### src/rtl/uart_rx_keymatch.sv
// Oversampling UART receiver with a configurable frame format and a synchronised RxD input.
// It also drives a retriggerable level that is held high after a received word equals MATCH_KEY.
module uart_rx_keymatch #(
    parameter int         CLK_FREQ    = 100_000_000,
    parameter int         BAUD_RATE   = 9_600,
    parameter int         OVERSAMPLE  = 16,
    parameter int         DATA_BITS   = 8,
    parameter int         PARITY      = 0,
    parameter logic [8:0] MATCH_KEY   = 9'h078,
    parameter int         HOLD_CYCLES = 100_000_000
) (
    input  logic                 clk,
    input  logic                 reset,
    input  logic                 rxd,
    output logic [DATA_BITS-1:0] rx_data,
    output logic                 rx_valid,
    output logic                 parity_err,
    output logic                 frame_err,
    output logic                 match_level
);

    localparam int DIV    = CLK_FREQ / (BAUD_RATE * OVERSAMPLE);
    localparam int DIV_W  = (DIV > 1) ? $clog2(DIV) : 1;
    localparam int SMP_W  = $clog2(OVERSAMPLE);
    localparam int BIT_W  = $clog2(DATA_BITS);
    localparam int HOLD_W = (HOLD_CYCLES > 1) ? $clog2(HOLD_CYCLES) : 1;

    localparam logic [DIV_W-1:0]     DIV_LAST   = DIV_W'(DIV - 1);
    localparam logic [SMP_W-1:0]     SMP_HALF   = SMP_W'(OVERSAMPLE / 2 - 1);
    localparam logic [SMP_W-1:0]     SMP_LAST   = SMP_W'(OVERSAMPLE - 1);
    localparam logic [BIT_W-1:0]     BIT_LAST   = BIT_W'(DATA_BITS - 1);
    localparam logic [HOLD_W-1:0]    HOLD_LAST  = HOLD_W'(HOLD_CYCLES - 1);
    localparam logic [DATA_BITS-1:0] KEY        = MATCH_KEY[DATA_BITS-1:0];
    localparam logic                 HAS_PARITY = (PARITY != 0);
    localparam logic                 ODD_PARITY = (PARITY == 1);

    typedef enum logic [2:0] {
        IDLE,
        START,
        DATA,
        PAR,
        STOP,
        BREAK
    } state_e;

    state_e               state_q;
    logic                 rxMeta_q;
    logic                 rxs_q;
    logic [DIV_W-1:0]     divCnt_q;
    logic                 tick;
    logic [SMP_W-1:0]     sampleCnt_q;
    logic [BIT_W-1:0]     bitCnt_q;
    logic [DATA_BITS-1:0] word_q;
    logic                 parMismatch_q;
    logic [DATA_BITS-1:0] rxData_q;
    logic                 rxValid_q;
    logic                 parityErr_q;
    logic                 frameErr_q;
    logic                 matchLevel_q;
    logic [HOLD_W-1:0]    holdCnt_q;

    always_ff @(posedge clk) begin
        if (reset) begin
            rxMeta_q <= 1'b1;
            rxs_q    <= 1'b1;
        end else begin
            rxMeta_q <= rxd;
            rxs_q    <= rxMeta_q;
        end
    end

    assign tick = (divCnt_q == DIV_LAST);

    always_ff @(posedge clk) begin
        if (reset || tick) begin
            divCnt_q <= '0;
        end else begin
            divCnt_q <= divCnt_q + DIV_W'(1);
        end
    end

    // Pulses default low every clk; they are set only by the tick that decides the frame.
    always_ff @(posedge clk) begin
        if (reset) begin
            state_q       <= IDLE;
            sampleCnt_q   <= '0;
            bitCnt_q      <= '0;
            word_q        <= '0;
            parMismatch_q <= 1'b0;
            rxData_q      <= '0;
            rxValid_q     <= 1'b0;
            parityErr_q   <= 1'b0;
            frameErr_q    <= 1'b0;
        end else begin
            rxValid_q   <= 1'b0;
            parityErr_q <= 1'b0;
            frameErr_q  <= 1'b0;
            if (tick) begin
                case (state_q)
                    IDLE: begin
                        if (!rxs_q) begin
                            sampleCnt_q   <= '0;
                            parMismatch_q <= 1'b0;
                            state_q       <= START;
                        end
                    end
                    START: begin
                        if (sampleCnt_q == SMP_HALF) begin
                            if (rxs_q) begin
                                state_q <= IDLE;
                            end else begin
                                sampleCnt_q <= '0;
                                bitCnt_q    <= '0;
                                state_q     <= DATA;
                            end
                        end else begin
                            sampleCnt_q <= sampleCnt_q + SMP_W'(1);
                        end
                    end
                    DATA: begin
                        if (sampleCnt_q == SMP_LAST) begin
                            word_q      <= {rxs_q, word_q[DATA_BITS-1:1]};
                            sampleCnt_q <= '0;
                            if (bitCnt_q == BIT_LAST) begin
                                bitCnt_q <= '0;
                                state_q  <= HAS_PARITY ? PAR : STOP;
                            end else begin
                                bitCnt_q <= bitCnt_q + BIT_W'(1);
                            end
                        end else begin
                            sampleCnt_q <= sampleCnt_q + SMP_W'(1);
                        end
                    end
                    PAR: begin
                        if (sampleCnt_q == SMP_LAST) begin
                            parMismatch_q <= ((^word_q) ^ rxs_q) != ODD_PARITY;
                            sampleCnt_q   <= '0;
                            state_q       <= STOP;
                        end else begin
                            sampleCnt_q <= sampleCnt_q + SMP_W'(1);
                        end
                    end
                    STOP: begin
                        if (sampleCnt_q == SMP_LAST) begin
                            sampleCnt_q <= '0;
                            if (!rxs_q) begin
                                frameErr_q <= 1'b1;
                                state_q    <= BREAK;
                            end else if (parMismatch_q) begin
                                parityErr_q <= 1'b1;
                                state_q     <= IDLE;
                            end else begin
                                rxData_q  <= word_q;
                                rxValid_q <= 1'b1;
                                state_q   <= IDLE;
                            end
                        end else begin
                            sampleCnt_q <= sampleCnt_q + SMP_W'(1);
                        end
                    end
                    BREAK: begin
                        if (rxs_q) begin
                            state_q <= IDLE;
                        end
                    end
                    default: state_q <= IDLE;
                endcase
            end
        end
    end

    // A matching good word (re)starts the hold window; anything else only lets it run down.
    always_ff @(posedge clk) begin
        if (reset) begin
            matchLevel_q <= 1'b0;
            holdCnt_q    <= '0;
        end else if (rxValid_q && (rxData_q == KEY)) begin
            matchLevel_q <= 1'b1;
            holdCnt_q    <= '0;
        end else if (matchLevel_q) begin
            if (holdCnt_q == HOLD_LAST) begin
                matchLevel_q <= 1'b0;
            end else begin
                holdCnt_q <= holdCnt_q + HOLD_W'(1);
            end
        end
    end

    assign rx_data     = rxData_q;
    assign rx_valid    = rxValid_q;
    assign parity_err  = parityErr_q;
    assign frame_err   = frameErr_q;
    assign match_level = matchLevel_q;

endmodule

### config.mk
export PLATFORM = sky130hd
export DESIGN_NAME = uart_rx_keymatch
export DESIGN_NICKNAME = d
export VERILOG_FILES = /design/src/rtl/uart_rx_keymatch.sv
export SDC_FILE = /design/constraint.sdc
export NUM_CORES = 1
export LEC_CHECK = 0
export ABC_AREA = 1
export ABC_CLOCK_PERIOD_IN_PS = 1800
export BUFFER_PORTS_ARGS = -buffer_cell sky130_fd_sc_hd__buf_4
export CELL_PAD_IN_SITES_DETAIL_PLACEMENT = 2
export CELL_PAD_IN_SITES_GLOBAL_PLACEMENT = 2
export CORE_ASPECT_RATIO = 0.9
export CORE_MARGIN = 4
export CORE_UTILIZATION = 35
export DETAILED_ROUTE_END_ITERATION = 8
export GPL_TIMING_DRIVEN = 0
export PLACE_DENSITY_LB_ADDON = 0.1
export SLEW_MARGIN = 40
export SYNTH_ARGS = -nofsm -noshare
export SYNTH_HDL_FRONTEND = slang
export SYNTH_SLANG_ARGS = --single-unit
### constraint.sdc
create_clock -name clk -period 1.8 [get_ports clk]
set_input_delay 0.36 -clock clk [delete_from_list [all_inputs] [get_ports clk]]
set_output_delay 0.36 -clock clk [all_outputs]
set_load 0.1 [all_outputs]
### Word-level counts from Yosys, hierarchy flattened

Cells that the tools add are included.

* flip-flop bits (word level): 70
* output and inout port bits: 12
* logic and storage cells: 90

* add/sub/neg operators: 4
* eq/ne operators: 19
* mux-type cells: 28
* bitwise gates (word level): 7
* reductions and logical operators: 18

Operator list (number)
* $mux W3: 12
* $add A27 B1 Y27 const B: 1
* $eq A27 B27 Y1 const B: 1
* $pmux W3 S6: 1
* $ne A2 B2 Y1 const B: 8
* $mux W4: 3
* $pmux W4 S3: 1
* $add A10 B1 Y10 const B: 1
* $eq A10 B10 Y1 const B: 1
* $reduce_and A5 Y1: 2
* $eq A3 B3 Y1 const B: 3
* $eq A8 B7 Y1 const B: 1
* $mux W1: 8
* $reduce_and A8 Y1: 1
* $reduce_xor A8 Y1: 1
* $eq A3 B2 Y1 const B: 2
* $not A1 Y1: 6
* $pmux W3 S2: 1
* $reduce_or A5 Y1: 1
* $add A4 B1 Y4 const B: 1
* $eq A4 B3 Y1 const B: 1
* $eq A4 B4 Y1 const B: 1
* $reduce_and A2 Y1: 2
* $reduce_and A4 Y1: 1
* other kinds (14): 15

### Longest topological paths before layout

Gate-level depths: netlist of the first run.

* depth after elaboration: 4
* mapped depth: 11
* mapped depth without buffers: 11

### Worst setup path after synthesis of the first run

OpenSTA, ideal clock, no wires.

* path type: reg-to-reg
* start point: register rxData_q[4] (netlist: rx_data[4])
* end point: register holdCnt_q[17]
* library setup time: 0.122 ns
* data arrival time: 1.994 ns
* required time: 1.678 ns
* setup slack: -0.316 ns
* cell stages (with the launch flop): 7
* buffers on the path: 1
* clock period less this slack: 2.116 ns
* cells stage by stage: dfxtp_1 -> inv_1 -> nor4_1 -> nand3_1 -> nand2_1 -> buf_2 -> nor2_1

* longest elaborated chain between the ends: 3

RTL lines
* from (decl): RTL line 55 `logic [DATA_BITS-1:0] rxData_q;`
* from (signal assigned): RTL line 153 `rxData_q <= word_q;`
* $eq A8 B7 Y1: RTL line 177 `end else if (rxValid_q && (rxData_q == KEY)) begin`
* $logic_and A1 B1 Y1: RTL line 177
* $reduce_or A2 Y1 (no line)
* to (signal assigned): RTL line 184 `holdCnt_q <= holdCnt_q + HOLD_W'(1);`
* to (decl): RTL line 60 `logic [HOLD_W-1:0] holdCnt_q;`

Every way passes these cells.
A chain may end at the register's enable or synchronous reset.

### Worst setup path after layout of the first run

Same ends and word-level chain as after synthesis.

==> flow_summary.yaml, run 1 <==
worst_setup_path:
  crit_path_start_kind: "register"
  crit_family: "simple AND/OR/NAND/NOR gates"
  r2r-start: "rx_data[4]$_SDFFE_PP0P_"
  cp_slowest_cell: "nor4_2"
  r2r_cells: 6
  r2r_end: "holdCnt_q[17]$_SDFFE_PP0P_"
  path_buf_inv: 2
  crit_arrival_ns: 1.89
  crit_cells: 6
  crit_fanout: 10
  cp-end-kind: "register"
  cp.required_ns: 2.03
  crit_end: "holdCnt_q[17]$_SDFFE_PP0P_"
  critical_path_class: "reg2reg"
  max_stage_delay_ns: 0.38
  r2r_slack_ns: 0.13
  worstSetupStartpoint: "rx_data[4]$_SDFFE_PP0P_"
  cp_cell_sequence: "inv_1 -> nor4_2 -> nand3_1 -> nand2_4 -> buf_4 -> nor2_1"
die:
  die_h_um: 108
  coreArea_um2: 10800
  rows: 36
  die_x_um: 119
  start_util_pct: 35.7
  dieArea_um2: 12800
  io_pins: 15
synthesis:
  synth_seq_area_share_pct: 36.3
  yosys.cell_types.count: 38
  avgSynthCellArea_um2: 6.66
  syn-num-nets: 588
  syn-cell-area_um2: 3860
  ys_warn_count: 0
  syn-instance-count: 579
  ys_ff_latch: 70
  synth.top_cell.area_share_pct: 36.3
  synth_area_leaders: "dfxtp_1 (36%), nand2_1 (18%), nor2_1 (6.9%), inv_1 (5.6%), a21oi_1 (5.2%)"
  yosysTopAreaCell: "dfxtp_1"
layout:
  finalCoreUtilization_pct: 41.9
  drive_gt1_share_pct: 17.7
  final_common_cell: "nand2_1"
  multi_input_area_um2: 2170
  final_cell_mix: "nand2_1 (181), nor2_1 (68), inv_1 (56), dfxtp_1 (55), a21oi_1 (40)"
  n_fill_cell: 1329
  ff_latch_area_um2: 1420
  syn_to_final_growth_pct: 17.3
  nets: 615
  diodes: 0
place:
  io_buffers: 13
  gp_congestion: 0.795
  hpwl_um: 9170
routing:
  first_pass_iters: 4
  postRouteAntennaNets: 0
  vias: 3780
  drtIter0Drc: 80
  drc_errors: 0
  wl_per_cell_um: 16.3
  routed_wl_um: 12100
  drt-vias-per-instance: 5.09
power_and_ir_drop:
  pwr_density_cell_nw_per_um2: 757
  power.total_w: 0.00342
  power_leakage_nw: 1.71
  peakVddDrop_mv: 0.586
timing:
  worst_slew_pin_slew_ns: 0.462
  finalSetupViolCount: 0
  hold_viol: 0
  relSlewSlack_pct: 69.2
  finalCritPeriodShare_pct: 92.6
  finalMaxSlewViolations: 0
  clock_skew_ns: 0.00652
  layout_min_cycle_time_ns: 1.67
  fmax_mhz: 600
run_status:
  status: "completed"
cts:
  cts_tree: "done"
  clkTransAtPathRegs_ns: 0.06
  cts_buffers: 9
  cts_hold_buf: 0
  root_buffer: "clkbuf_16"
  insertion_delay_ns: 0.34
  htree_levels: 3
  clock_sinks: 70
  cts_buffer_depth: 2
global_route:
  grt_pass1_vias: 4130
  grt_max_degree: 12
  grt_usage_pct: 20.1
  antenna_found_initial: 0
  grt_remaining_overflow: 0
  grt_pass1_wl_um: 20400
flow_run:
  max_cap_violations: 0
hold_path:
  hp-class: "in2reg"
-- how the worst min path moves through the flow --
stage,startpoint,end,depth (start not counted)
floorplan,rxMeta_q$_SDFF_PP1_,rxs_q$_SDFF_PP1_,1
global placement,rxMeta_q$_SDFF_PP1_,rxs_q$_SDFF_PP1_,1
detailed placement,rxMeta_q$_SDFF_PP1_,rxs_q$_SDFF_PP1_,1
CTS,rxd,rxMeta_q$_SDFF_PP1_,2
global route,rxd,rxMeta_q$_SDFF_PP1_,2
finish,rxd,rxMeta_q$_SDFF_PP1_,2
-- cells in the mapped netlist --
master	n
nor3b_1	2
inv_2	7
xnor2_1	7
nor4_1	4
nor3_1	6
nand3_1	24
nand2_2	2
o22ai_1	1
nand4_1	5
nor2_4	2
a211oi_1	1
buf_2	4
dfxtp_1	70
or2_2	5
nand2_4	1
clkinv_1	1
inv_4	1
nor2_1	71
nand2_1	184
nor3_2	1
a21boi_1	1
ha_1	6
clkbuf_2	1
nand2_8	1
o21ai_1	4
xor2_1	15
clkbuf_1	2
o21ai_0	24
nand3b_1	2
o211ai_1	1
nor2_2	3
nand3_2	1
buf_6	3
a21oi_1	40
and3_1	1
a21oi_2	15
inv_1	58
buf_8	2
-- report_power, final --
group | switching [W] | internal (W)
Clock | 0.000693 | 0.00110
Sequential | 0.00000587 | 0.00156
Combinational | 0.0000507 | 0.0000216
Total | 0.000749 | 0.00268
-- routing by layer --
metal  vias up  wire length (um)  GRT usage, %
met5         -                 0             0
met4         0               107          4.22
li1       1883                 -             -
met1      1864              5340          22.6
met3        10               266          4.83
met2        23              6380          38.5
-- through the flow --
stage | hold slack, ns | cell area [um2] | instances | setup TNS [ns] | setup WS (ns)
after floorplan | 0.389 | 3860 | 579 | 0 | 0.00652
after global placement | 0.398 | 4130 | 725 | -4.95 | -0.258
after detailed placement | 0.397 | 4130 | 725 | -6.27 | -0.312
after CTS | 0.190 | 4470 | 743 | 0 | 0.0143
after global routing | 0.192 | 4520 | 743 | -0.00612 | -0.00612
final | 0.201 | 4520 | 743 | 0 | 0.133
-- registers in the layout (all words and copies together) (netlist names), 3 cells and up --
register,count
divCnt_q,10
sampleCnt_q,4
word_q,8
bitCnt_q,3
holdCnt_q,27
rx_data,8
state_q,3
-- cells by family (layout without fill, tap and decap cells) --
kind of cell / Yosys count / after routing / share of synthesized area (%)
buffers and inverters: 79 / 110 / 9.09
XOR/XNOR: 22 / 22 / 5.00
AO/OA/AOI/OAI: 87 / 87 / 13.0
flip-flops: 70 / 70 / 36.3
adder cells (fa/ha/maj): 6 / 6 / 1.95
AND/OR/NAND/NOR: 315 / 315 / 34.7
-- layout make-up --
| type | instances | share of cell area (%) |
|---|---|---|
| clock buffers | 11 | 5.37 |
| inverters | 67 | 5.61 |
| multi-input cells | 430 | 47.9 |
| well taps | 133 | 3.68 |
| clock inverters | 4 | 1.05 |
| flip-flops and latches | 70 | 31.4 |
| plain buffers | 12 | 2.24 |
| repair buffers | 16 | 2.74 |
-- repair_timing --
action                                  CTS  global route
pin swaps                                 2             1
gates resized for setup                   9            26
endpoints found under the setup margin   42            49
buffers inserted                          3             0
Note: power is estimated with default switching activity, not from simulation.
==> run 2: changes to the inputs <==
--- a/config.mk
+++ b/config.mk
@@ -16,6 +16,7 @@
 export DETAILED_ROUTE_END_ITERATION = 8
 export GPL_TIMING_DRIVEN = 0
 export PLACE_DENSITY_LB_ADDON = 0.1
+export RECOVER_POWER = 50
 export SLEW_MARGIN = 40
 export SYNTH_ARGS = -nofsm -noshare
 export SYNTH_HDL_FRONTEND = slang
==> flow_summary.yaml, run 2 (synthesis results as in run 1) <==
run_status:
  status: "completed"
timing:
  worst_slew_pin_slew_ns: 0.563
  layout_setup_ws_ns: 0.115
  hold_viol: 0
  fmax_mhz: 593
  clock_skew_ns: 0.00540
  finalCritPeriodShare_pct: 93.6
  finalSetupViolCount: 0
  relSlewSlack_pct: 62.6
  layout_min_cycle_time_ns: 1.69
  finalMaxSlewViolations: 0
  worst_hold_slack_ns: 0.204
global_route:
  grt_remaining_overflow: 0
  grt_pass1_wl_um: 20400
  antenna_found_initial: 0
  grt_pass1_vias: 4130
  grt_max_degree: 12
  grt_usage_pct: 20.1
layout:
  syn_to_final_growth_pct: 16.4
  n_fill_cell: 1339
  drive_gt1_share_pct: 17.4
  diodes: 0
  nets: 615
  final_cells: 743
  final_cell_mix: "nand2_1 (181), nor2_1 (68), inv_1 (56), dfxtp_1 (55), a21oi_1 (40)"
  final_common_cell: "nand2_1"
  largest_register_ffs: 27
  largest_register: "holdCnt_q"
  reg_top3: "holdCnt_q x27, divCnt_q x10"
die:
  rows: 36
  io_pins: 15
  die_x_um: 119
  dieArea_um2: 12800
  start_util_pct: 35.7
  coreArea_um2: 10800
  die_h_um: 108
cts:
  cts_buffers: 9
  clock_sinks: 70
  cts_hold_buf: 0
  insertion_delay_ns: 0.34
  cts_buffer_depth: 2
  root_buffer: "clkbuf_16"
  htree_levels: 3
  cts_tree: "done"
  clkTransAtPathRegs_ns: 0.06
routing:
  drc_errors: 0
  first_pass_iters: 4
  routed_wl_um: 12000
  vias: 3757
  postRouteAntennaNets: 0
  drt-vias-per-instance: 5.06
  wl_per_cell_um: 16.2
  drtIter0Drc: 86
worst_setup_path:
  max_stage_delay_ns: 0.49
  cp_cell_sequence: "buf_2"
  cp-end-kind: "output pin"
  r2r_cells: 10
  critical_path_class: "reg2out"
  crit_path_start_kind: "register"
  r2r_slack_ns: 0.13
  crit_fanout: 5
  r2r_end: "rx_data[7]$_SDFFE_PP0P_"
  path_buf_inv: 1
  cp_slowest_cell: "dfxtp_1"
  crit_family: "flip-flops"
  cp.required_ns: 1.44
  r2r-start: "divCnt_q[0]$_SDFF_PP0_"
  crit_arrival_ns: 1.33
power_and_ir_drop:
  peakVddDrop_mv: 0.578
  pwr_density_cell_nw_per_um2: 761
  power_leakage_nw: 1.70
place:
  post-place-ws_ns: -0.312
  io_buffers: 13
  dp.cells: 725
  gp_congestion: 0.795
  hpwl_um: 9170
hold_path:
  whs_path_depth: 2
  hp-class: "in2reg"
  hold_path_end: "rxMeta_q$_SDFF_PP1_"
  holdCritStartpoint: "rxd"
flow_run:
  max_cap_violations: 0
==> run 2: changes by cell type in the layout (fill, tap and decap cells not counted) <==
cell,previous run,this run
clkbuf_2,1,11
nand3_1,22,23
clkbuf_1,3,4
buf_4,17,5
nand3_2,3,2
buf_2,2,3
==> run 2: metrics by stage <==
step	util [%]	TNS, ns	instance area (um2)	power (W)
2_1_floorplan	-	0	3860	0.00164
3_3_place_gp	38.2	-4.95	4130	0.00166
3_5_place_dp	38.2	-6.27	4130	0.00167
4_1_cts	41.3	0	4470	0.00348
5_1_grt	41.5	-0.00621	4490	0.00355
6_report	41.5	0	4490	0.00342
==> run 2: how the worst max path moves through the flow <==
stage                                 from  slack (ns)                          to  depth (start not counted)
4_1_cts        sampleCnt_q[0]$_SDFFE_PP0P_        0.01     state_q[0]$_SDFFE_PP0P_                          7
5_1_grt             divCnt_q[0]$_SDFF_PP0_      -0.006     state_q[1]$_SDFFE_PP0P_                         12
3_3_place_gp       rx_data[4]$_SDFFE_PP0P_       -0.26  holdCnt_q[17]$_SDFFE_PP0P_                          6
2_1_floorplan      rx_data[7]$_SDFFE_PP0P_       0.007  holdCnt_q[17]$_SDFFE_PP0P_                          5
3_5_place_dp       rx_data[4]$_SDFFE_PP0P_       -0.31  holdCnt_q[17]$_SDFFE_PP0P_                          6
6_report            match_level$_SDFF_PP0_        0.11                 match_level                          1
==> run 2: what timing repair did <==
| action | 4_1_cts | 5_1_grt |
|---|---|---|
| endpoints found under the hold margin | 0 | 0 |
| resized for setup | 9 | 26 |
| setup endpoints to repair | 42 | 49 |
| pin swaps | 2 | 1 |
| buffers inserted | 3 | 0 |
==> run 2: layout make-up <==
cell class | instances | area [um2] | share of cell area, %
flip-flops and latches | 70 | 1420 | 31.7
clock inverters | 4 | 47.5 | 1.06
well taps | 133 | 166 | 3.71
repair buffers | 16 | 93.8 | 2.09
inverters | 67 | 254 | 5.66
clock buffers | 11 | 243 | 5.41
multi-input cells | 430 | 2160 | 48.1
plain buffers | 12 | 100 | 2.23
==> run 2: power breakdown <==
part,total [W],internal (W),leakage (nW),switching [W]
sequential,0.00156,0.00156,0.572,0.00000588
clock,0.00178,0.00110,0.141,0.000685
combinational,0.0000719,0.0000213,0.986,0.0000506
==> run 2: per-layer routing <==
metal	GRT usage, %	part of all wire (%)	vias to the layer above
met5	0	0	-
met4	4.22	0.89	0
met3	4.83	1.8	10
met2	38.5	53	19
met1	22.6	45	1846
li1	-	-	1882
==> run 3: changes to the inputs <==
--- a/config.mk
+++ b/config.mk
@@ -6,7 +6,7 @@
 export NUM_CORES = 1
 export LEC_CHECK = 0
 export ABC_AREA = 1
-export ABC_CLOCK_PERIOD_IN_PS = 1800
+export ABC_CLOCK_PERIOD_IN_PS = 1890
 export BUFFER_PORTS_ARGS = -buffer_cell sky130_fd_sc_hd__buf_4
 export CELL_PAD_IN_SITES_DETAIL_PLACEMENT = 2
 export CELL_PAD_IN_SITES_GLOBAL_PLACEMENT = 2
==> constraint.sdc (replaced) <==
create_clock -name clk -period 1.89 [get_ports clk]
set_input_delay 0.378 -clock clk [delete_from_list [all_inputs] [get_ports clk]]
set_output_delay 0.378 -clock clk [all_outputs]
set_load 0.1 [all_outputs]
==> flow_summary.yaml, run 3 (synthesis results as in run 1) <==
cts:
  insertion_delay_ns: 0.34
  clkTransAtPathRegs_ns: 0.06
  root_buffer: "clkbuf_16"
  cts_hold_buf: 0
  cts_tree: "done"
  cts_buffers: 9
  cts_buffer_depth: 2
  clock_sinks: 70
  htree_levels: 3
worst_setup_path:
  crit_path_start_kind: "register"
  max_stage_delay_ns: 0.38
  cp_slowest_cell: "dfxtp_2"
  cp.required_ns: 2.12
  r2r_cells: 11
  critical_path_class: "reg2reg"
  cp-end-kind: "register"
  crit_fanout: 10
  crit_arrival_ns: 1.99
  cp_cell_sequence: "ha_4 -> nand3_2 -> inv_2 -> nand2_2 -> nor2_4 -> nand2_4 -> nand2_8 -> inv_4 -> buf_6 -> nand2_1 -> a21oi_1"
timing:
  layout_min_cycle_time_ns: 1.76
  relSlewSlack_pct: 63.1
  finalCritPeriodShare_pct: 93.2
  hold_viol: 0
  fmax_mhz: 568
  finalSetupViolCount: 0
  finalMaxSlewViolations: 0
  worst_slew_pin_slew_ns: 0.548
  clock_skew_ns: 0.00638
  rsz0062_at_grt: "no"
layout:
  syn_to_final_growth_pct: 16.7
  ff_latch_area_um2: 1410
  reg_top3: "holdCnt_q x27, divCnt_q x10"
  n_fill_cell: 1323
  finalCoreUtilization_pct: 41.6
  nets: 614
  largest_register: "holdCnt_q"
  final_common_cell: "nand2_1"
  final_cell_mix: "nand2_1 (183), nor2_1 (70), dfxtp_1 (64), inv_1 (59), a21oi_1 (40)"
  largest_register_ffs: 27
  drive_gt1_share_pct: 14.3
  multi_input_area_um2: 2130
  diodes: 0
global_route:
  grt_pass1_wl_um: 20600
  grt_max_degree: 13
  grt_remaining_overflow: 0
  antenna_found_initial: 0
  grt_usage_pct: 20.3
  grt_pass1_vias: 4191
die:
  die_x_um: 119
  die_h_um: 108
  dieArea_um2: 12800
  io_pins: 15
  rows: 36
  start_util_pct: 35.7
  coreArea_um2: 10800
power_and_ir_drop:
  power.net_switching_w: 0.000725
  peakVddDrop_mv: 0.490
  internal-power_w: 0.00283
  p_seq_share_pct: 41.9
  power_leakage_nw: 1.70
  p_comb_share_pct: 1.9
  netSwitchingFraction_pct: 20.4
  power.total_w: 0.00355
  clkPwrFrac_pct: 56.3
  pwr_density_cell_nw_per_um2: 790
routing:
  first_pass_iters: 4
  drc_errors: 0
  wl_per_cell_um: 16.0
  drtIter0Drc: 131
  drt-vias-per-instance: 5.06
  postRouteAntennaNets: 0
  routed_wl_um: 11900
  vias: 3758
hold_path:
  whs_path_depth: 2
  hp-class: "in2reg"
run_status:
  status: "completed"
flow_run:
  max_cap_violations: 0
place:
  gp_congestion: 0.790
  hpwl_um: 9220
  io_buffers: 13
## run 3: cell types whose count changed in the layout (fill, tap and decap cells not counted), sizes merged
cell    delta
buf        -4
clkbuf     +3
bufinv     +2
clkinv     -1
## run 3: power groups by stage
stage                     clock [W]  combinational (W)  sequential [W]
after detailed placement          0          0.0000673         0.00152
after CTS                   0.00206          0.0000679         0.00149
after floorplan                   0          0.0000453         0.00152
final                       0.00200          0.0000658         0.00149
after global routing        0.00213          0.0000764         0.00149
after global placement            0          0.0000637         0.00152
## run 3: final cells by class
type,instances,share of cell area [%]
clock buffers,11,5.39
multi-input cells,430,47.3
repair buffers,15,2.11
inverters,67,5.65
clock inverters,5,2.36
plain buffers,12,2.17
flip-flops and latches,70,31.3
well taps,133,3.70
## run 3: repair_timing
action                                  in CTS  in global routing
endpoints found under the setup margin      29                 34
setup buffers                                1                  1
hold endpoints to repair                     0                  0
gates cloned                                 0                  0
gates resized for setup                      4                  5
pin swaps                                    1                  1
## run 3: through the flow
stage	cell area, um2	setup TNS (ns)	cells	setup WS, ns	hold WS (ns)
2_1_floorplan	3860	0	579	0.0859	0.389
3_3_place_gp	4130	-2.29	725	-0.147	0.399
3_5_place_dp	4130	-2.31	725	-0.159	0.399
4_1_cts	4500	0	742	0.0153	0.202
5_1_grt	4500	0	743	0.00256	0.205
6_report	4500	0	743	0.128	0.220
## run 3: worst max-delay path: cells and delay by family, from the launching register on
| kind | cells | cell delay, ns |
|---|---|---|
| AND/OR/NAND/NOR | 6 | 0.65 |
| AO/OA/AOI/OAI | 1 | 0.08 |
| buffers and inverters | 3 | 0.33 |
| adder cells (fa/ha/maj) | 1 | 0.19 |
| flip-flops | 1 | 0.38 |
## run 3: routing by layer
metal	track usage, %	vias to the layer above	wire length, um
met5	0	-	0
met4	4.96	0	117
met3	4.78	8	233
met2	38.1	20	6300
met1	23.2	1848	5270
li1	-	1882	-
## run 3: path summary, 6_finish.rpt
check | startpoint | to | slack (ns)
setup / recovery | holdCnt_q[0]$_SDFFE_PP0P_ | holdCnt_q[23]$_SDFFE_PP0P_ | 0.13
hold / removal | rxd | rxMeta_q$_SDFF_PP1_ | 0.22
setup reg to reg | holdCnt_q[0]$_SDFFE_PP0P_ | holdCnt_q[23]$_SDFFE_PP0P_ | 0.13
hold reg to reg | rxMeta_q$_SDFF_PP1_ | rxs_q$_SDFF_PP1_ | 0.41
